## src/rtl/cachepool_boot_ctrl.sv

```systemverilog
// Cachepool boot controller: on start, waits WaitCycles, writes the boot
// entry point to the cluster boot register over reqrsp, wakes all cores via
// a one-cycle debug request, then waits for end-of-computation.
// Optional feature macro: CACHEPOOL_BOOT_TIMEOUT_EN adds a RUN-phase
// timeout that ends the sequence in ERR with timeout_o set.
// All outputs are registered and decoded from the next state, so they
// always match the current state one-to-one.
module cachepool_boot_ctrl #(
  parameter int unsigned          AddrWidth     = 48,
  parameter int unsigned          NumCores      = 4,
  parameter logic [AddrWidth-1:0] BootRegAddr   = '0,
  parameter int unsigned          WaitCycles    = 1000,
  parameter int unsigned          TimeoutCycles = 1000000
) (
  input  logic                 clk_i,
  input  logic                 rst_ni,
  input  logic                 start_i,
  input  logic [31:0]          entry_point_i,
  input  logic                 eoc_i,
  output logic [AddrWidth-1:0] q_addr_o,
  output logic [31:0]          q_data_o,
  output logic                 q_write_o,
  output logic [3:0]           q_strb_o,
  output logic                 q_valid_o,
  input  logic                 q_ready_i,
  input  logic                 p_valid_i,
  input  logic                 p_error_i,
  output logic                 p_ready_o,
  output logic [NumCores-1:0]  debug_req_o,
  output logic                 busy_o,
  output logic                 done_o,
  output logic                 error_o,
  output logic                 timeout_o
);

  localparam int unsigned CntWidth = 32;
  localparam logic [CntWidth-1:0] WaitLast    = CntWidth'(WaitCycles - 1);
  localparam logic [CntWidth-1:0] TimeoutLast = CntWidth'(TimeoutCycles - 1);

`ifdef CACHEPOOL_BOOT_TIMEOUT_EN
  localparam bit TimeoutEn = 1'b1;
`else
  localparam bit TimeoutEn = 1'b0;
`endif

  typedef enum logic [2:0] {
    S_IDLE = 3'd0,
    S_WAIT = 3'd1,
    S_REQ  = 3'd2,
    S_RSP  = 3'd3,
    S_WAKE = 3'd4,
    S_RUN  = 3'd5,
    S_DONE = 3'd6,
    S_ERR  = 3'd7
  } state_e;

  state_e              state_q, state_d;
  logic [CntWidth-1:0] cnt_q, cnt_d;
  logic [31:0]         entry_q, entry_d;

  logic [AddrWidth-1:0] q_addr_q, q_addr_d;
  logic [31:0]          q_data_q, q_data_d;
  logic                 q_write_q, q_write_d;
  logic [3:0]           q_strb_q, q_strb_d;
  logic                 q_valid_q, q_valid_d;
  logic                 p_ready_q, p_ready_d;
  logic [NumCores-1:0]  debug_req_q, debug_req_d;
  logic                 busy_q, busy_d;
  logic                 done_q, done_d;
  logic                 error_q, error_d;
  logic                 timeout_q, timeout_d;

  // State, counter, latched entry point and registered outputs.
  always_ff @(posedge clk_i or negedge rst_ni) begin
    if (!rst_ni) begin
      state_q     <= S_IDLE;
      cnt_q       <= '0;
      entry_q     <= '0;
      q_addr_q    <= '0;
      q_data_q    <= '0;
      q_write_q   <= 1'b0;
      q_strb_q    <= '0;
      q_valid_q   <= 1'b0;
      p_ready_q   <= 1'b0;
      debug_req_q <= '0;
      busy_q      <= 1'b0;
      done_q      <= 1'b0;
      error_q     <= 1'b0;
      timeout_q   <= 1'b0;
    end else begin
      state_q     <= state_d;
      cnt_q       <= cnt_d;
      entry_q     <= entry_d;
      q_addr_q    <= q_addr_d;
      q_data_q    <= q_data_d;
      q_write_q   <= q_write_d;
      q_strb_q    <= q_strb_d;
      q_valid_q   <= q_valid_d;
      p_ready_q   <= p_ready_d;
      debug_req_q <= debug_req_d;
      busy_q      <= busy_d;
      done_q      <= done_d;
      error_q     <= error_d;
      timeout_q   <= timeout_d;
    end
  end

  // Next-state, cycle counter and entry-point latch.
  always_comb begin
    state_d = state_q;
    cnt_d   = cnt_q;
    entry_d = entry_q;
    unique case (state_q)
      S_IDLE, S_DONE, S_ERR: begin
        if (start_i) begin
          entry_d = entry_point_i;
          cnt_d   = '0;
          state_d = S_WAIT;
        end
      end
      S_WAIT: begin
        cnt_d = cnt_q + CntWidth'(1);
        if ((WaitCycles == 0) || (cnt_q == WaitLast)) begin
          state_d = S_REQ;
        end
      end
      S_REQ: begin
        // q_valid_o is high for exactly the REQ state, so ready alone
        // completes the handshake here.
        if (q_ready_i) begin
          state_d = S_RSP;
        end
      end
      S_RSP: begin
        if (p_valid_i) begin
          state_d = p_error_i ? S_ERR : S_WAKE;
        end
      end
      S_WAKE: begin
        cnt_d   = '0;
        state_d = S_RUN;
      end
      S_RUN: begin
        // eoc wins over a timeout expiring in the same cycle.
        if (eoc_i) begin
          state_d = S_DONE;
        end else if (TimeoutEn) begin
          cnt_d = cnt_q + CntWidth'(1);
          if ((TimeoutCycles == 0) || (cnt_q == TimeoutLast)) begin
            state_d = S_ERR;
          end
        end
      end
      default: state_d = S_IDLE;
    endcase
  end

  // Output decode from the next state, registered above.
  always_comb begin
    q_addr_d    = '0;
    q_data_d    = '0;
    q_write_d   = 1'b0;
    q_strb_d    = '0;
    q_valid_d   = 1'b0;
    p_ready_d   = 1'b0;
    debug_req_d = '0;
    busy_d      = 1'b0;
    done_d      = 1'b0;
    error_d     = 1'b0;
    timeout_d   = 1'b0;
    unique case (state_d)
      S_WAIT: busy_d = 1'b1;
      S_REQ: begin
        busy_d    = 1'b1;
        q_valid_d = 1'b1;
        q_write_d = 1'b1;
        q_strb_d  = 4'hF;
        q_addr_d  = BootRegAddr;
        q_data_d  = entry_d;
      end
      S_RSP: begin
        busy_d    = 1'b1;
        p_ready_d = 1'b1;
      end
      S_WAKE: begin
        busy_d      = 1'b1;
        debug_req_d = '1;
      end
      S_RUN:  busy_d = 1'b1;
      S_DONE: done_d = 1'b1;
      S_ERR: begin
        error_d = 1'b1;
`ifdef CACHEPOOL_BOOT_TIMEOUT_EN
        // Entering ERR from RUN can only be a timeout; hold it while in ERR.
        timeout_d = (state_q == S_RUN) || timeout_q;
`else
        timeout_d = 1'b0;
`endif
      end
      default: ;
    endcase
  end

  assign q_addr_o    = q_addr_q;
  assign q_data_o    = q_data_q;
  assign q_write_o   = q_write_q;
  assign q_strb_o    = q_strb_q;
  assign q_valid_o   = q_valid_q;
  assign p_ready_o   = p_ready_q;
  assign debug_req_o = debug_req_q;
  assign busy_o      = busy_q;
  assign done_o      = done_q;
  assign error_o     = error_q;
  assign timeout_o   = timeout_q;

endmodule

```

## config.mk

```make
export PLATFORM = sky130hd
export DESIGN_NAME = cachepool_boot_ctrl
export DESIGN_NICKNAME = d
export VERILOG_FILES = /design/src/rtl/cachepool_boot_ctrl.sv
export SDC_FILE = /design/constraint.sdc
export NUM_CORES = 1
export LEC_CHECK = 0
export BUFFER_PORTS_ARGS = -buffer_cell sky130_fd_sc_hd__buf_2
export CORE_ASPECT_RATIO = 1.25
export CORE_UTILIZATION = 40
export DETAILED_ROUTE_END_ITERATION = 7
export PLACE_DENSITY = 0.65
export SETUP_SLACK_MARGIN = 0.05
export SKIP_LAST_GASP = 1
export SYNTH_ARGS = -nofsm -noshare
export SYNTH_HDL_FRONTEND = slang
export SYNTH_SLANG_ARGS = --single-unit
export TNS_END_PERCENT = 50
```

## constraint.sdc

```tcl
create_clock -name clk_i -period 1.8 [get_ports clk_i]
set_input_delay 0.09 -clock clk_i [delete_from_list [all_inputs] [get_ports clk_i]]
set_output_delay 0.09 -clock clk_i [all_outputs]
set_load 0.005 [all_outputs]
```

* Word-level counts from Yosys, hierarchy flattened
Cells that the tools add are included.
** Storage, ports and cells
- Flip-flop bits (word level) :: 112
- Output and inout bits :: 95
- Bits of input ports :: 39
** Cells by class
- Equality and inequality tests :: 16
- Add/subtract/negate cells :: 1
- Reductions and logical operators :: 5
- Mux-type cells :: 19
** Operators with widths (number)
- $mux 32 :: 4
- $pmux 32 s3 :: 1
- $add 32x1->32 const B :: 1
- $eq 32x10->1 const B :: 1
- $eq 3x3->1 const B :: 8
- $pmux 3 s6 :: 1
- $mux 3 :: 5
- $eq 3x2->1 const B :: 4
- $mux 4 :: 2
- $eq 3x1->1 const B :: 2
- $mux 1 :: 5
- $reduce_or 5->1 :: 1
- $logic_not 3->1 :: 1
- $reduce_bool 3->1 :: 1
- $reduce_or 3->1 :: 1
- $mux 2 :: 1
- $ne 2x2->1 const B :: 1
- $reduce_and 2->1 :: 1

* Depth between registers and ports, before layout
- Word-level depth :: 6
- Mapped depth :: 7
- Mapped depth without buffers :: 5

* Worst setup path after synthesis
OpenSTA, ideal clock, no wires.
- Kind :: reg2reg
- From :: reg state_q[1]
- To :: reg q_data_q[10], in the netlist q_data_o[10]
- Cell stages (with the launch flop) :: 7
- Path slack :: -0.108 ns
- Data arrival time :: 1.828 ns
- Cell sequence :: dfrtp_1 or3b_1 o2111ai_2 or4b_1 buf_6 buf_12 nor3b_2
** On the way
- Cells in the longest elaborated chain, start to end :: 5
- Elaborated cells on any way between the ends :: 18
- Classes of those cells :: eq/ne (8); mux (8); reduce/logical (2)
** RTL lines
- start, declared :: line 57 : state_e state_q, state_d;
- start signal, assigned :: line 91 : state_q <= state_d;
- $eq 3x3->1 or $logic_not 3->1 (tied branches) :: line 113 : unique case (state_q)
- $reduce_or 3->1 :: line 113
- $pmux 3 s6 :: line 113
- $eq 3x2->1 :: line 171 : unique case (state_d)
- $mux 32 * :: line 171
- net q_data_d[10] :: line 62 : logic [31:0] q_data_q, q_data_d;
- end signal, assigned :: line 95 : q_data_q <= q_data_d;
- end, declared :: line 62
Mark *: on every way through the listed nets, which the timed path passes. The rest lies on a longest branch.
A chain may end at the register's enable or synchronous reset.

* Worst setup path in the final report
- From :: reg state_q[1]
- To :: reg q_data_q[18], in the netlist q_data_o[18]
The elaborated chain is that of the path after synthesis.

==> flow_summary.yaml <==
clocking:
  cts_root_buf: "clkbuf_16"
  cts_buffer_depth: 2
  cts_tree: "built"
  clk_pin_slew_ps: 70
  clk_latency_ps: 350
  cts_inserted_buffers: 9
  cts_max_level: 3
  cts.sinks: 105
final_layout:
  layout-drive-gt1-share: 0.466
  n_antenna_cell: 0
  syn_to_final_growth_pct: 35.6
  fin_nets: 674
setup_path:
  worst_setup_path_end_kind: "flop"
  cp_slowest_cell: "or4b_4"
  start_kind: "flop"
  required_ps: 2070
  cp.arrival_ps: 2360
  r2r_cells: 6
  worstReg2RegEnd: "q_data_o[18]"
  r2r_start: "state_q[1]"
  worstSetupStartpoint: "state_q[1]"
  cp_max_fo: 8
  crit_buf_inv: 2
  crit_family: "simple AND/OR/NAND/NOR gates"
  path_cells: "buf_6 -> or3b_4 -> o2111ai_2 -> or4b_4 -> clkbuf_16 -> nor3b_2"
  slowest_delay_ps: 570
  r2r_slack_ps: -290
  critPathKind: "reg2reg"
power_and_ir_drop:
  power.density_nw_per_um2: 1340
  p_leak_uw: 0.00333
  ir_worst_vdd_v: 0.000710
hold_path:
  hp-class: "in2reg"
  min_path_cells: 2
  hold_start: "entry_point_i[0]"
  hold_path_end: "entry_q[0]"
yosys:
  yosysTopAreaCellShare: 0.494
  yosysWarnings: 0
  syn_inst: 464
  ys_top_cells_by_area: "dfrtp_1, buf_4, nor3b_2, mux2_2, mux2i_1"
  synth-edff-count: 0
  yosys.area.top_type: "dfrtp_1"
  synth-seq-cells: 105
  synth_most_common_cell: "dfrtp_1"
  synth-seq-area-share: 0.494
  netlist_area_um2: 5320
  syn_area_per_cell_um2: 11.5
  synthTopCellsByCount: "dfrtp_1, buf_4, mux2_2"
  synthFlopType: "dfrtp_1"
  ys_types: 51
  synthArstFlopShare: 1.00
sta:
  finalHoldViolations: 0
  worst_pin_slew_ps: 869
  min_period_ps: 2090
  setup_slack_ps: -294
  tns_ps: -14480
  period_share: 1.16
  fmax_mhz: 478
  timing.hold.ws_ps: 5.70
  worst_clock_skew_ps: 12.1
  final_max_slew_viol_count: 0
  setup_viol: 99
  slew_headroom: 0.420
  rsz0062_at_grt: "true"
global_routing:
  antenna_found_initial: 0
  grt_pass1_wl_um: 18100
  grt_use_total: 0.166
  grt_pass1_vias: 3909
  grt_max_degree: 45
  overflow: 0
detailed_routing:
  drt-wirelength-per-cell_um: 15.3
  drc: 0
  vias: 4121
  ant_nets: 0
  dr.pass1.iters: 4
  dr.first_iter.drc_count: 202
  viasPerCell: 5.11
  finalWirelength_um: 12400
place:
  hpwl_um: 7630
  numPortBuffers: 84
  dp_slack_ps: -324
  gp_congestion: 0.808
floorplan:
  die_area_um2: 13800
  initial_core_util: 0.415
  die_h_um: 131
  ios: 134
  rows: 46
  die_x_um: 105
  core_um2: 12800
flow_run:
  maxCapViolations: 0
outcome:
  failed_checks: "setup timing"
  outcome: "finished with violations"
## logic make-up after synthesis
group / after synthesis / share of synthesized area
adders and majority gates: 1 / 0.00235
DFF: 105 / 0.494
muxes: 44 / 0.0903
AOI/OAI and AO/OA: 56 / 0.0687
buffers and inverters: 88 / 0.119
and+or+nand+nor: 169 / 0.226
other: 1 / 0.000705
## layout make-up
type	count	area, um2
inverter	3	11.3
fill	1018	5620
clock inverter	6	48.8
clock buffer	10	239
tap	168	210
multi-input combinational	319	2560
timing repair buffer	196	1510
sequential	105	2630
## sequential cells by signal, indices dropped and copies added, names as in the netlist, 3 cells and up
signal / cells
q_data_o: 32
entry_q: 32
cnt_q: 32
state_q: 3
## repair_timing
item,4_1_cts,5_1_grt
setup endpoints to repair,64,99
endpoints found under the hold margin,68,0
pin swaps,1,28
gates cloned,1,6
hold buffers,27,0
buffers inserted,2,16
gates resized for setup,7,75
## where the power goes
group          total (uW)  internal, uW  switching, uW  leakage [uW]
clock                1880           993            885      0.000137
sequential           3260          3010            250       0.00138
combinational        4550          2240           2310       0.00182
## per-stage QoR
stage | power (uW) | cells | instance area (um2) | util
2_1_floorplan | 5850 | 512 | 5500 | -
3_3_place_gp | 6700 | 739 | 6050 | 0.471
3_5_place_dp | 6830 | 739 | 6050 | 0.471
4_1_cts | 8930 | 785 | 6660 | 0.519
5_1_grt | 10300 | 807 | 7210 | 0.562
6_report | 9690 | 807 | 7210 | 0.562
## worst max path at each step
stage / slack [ps] / endpoint / depth (start not counted)
floorplan: -80 / q_data_o[10] / 6
global placement: -260 / q_data_o[1] / 5
detailed placement: -320 / q_data_o[0] / 5
CTS: -230 / cnt_q[23] / 6
global route: -380 / cnt_q[18] / 8
finish: -290 / q_data_o[18] / 6
## cells in the final DEF, fill, tap and decap left out, types with 9 or more instances in the layout
cell,n
nor3b_2,31
nand3_1,11
mux2i_1,12
a21oi_2,9
nand2b_1,13
buf_4,68
o21ai_0,11
nand4_1,12
nand2_1,31
dlygate4sd3_1,27
mux2_2,32
dfrtp_1,102
nor4_4,12
o31ai_1,9
buf_2,83
clkbuf_16,11
conb_1,49
## routing by layer
layer / GRT usage / up-vias / share of wire
met1: 0.190 / 2037 / 0.39
met5: 0 / - / 0
met2: 0.306 / 148 / 0.54
met3: 0.0288 / 23 / 0.046
li1: - / 1913 / -
met4: 0.0729 / 0 / 0.022
(Power assumes the default switching activity.)
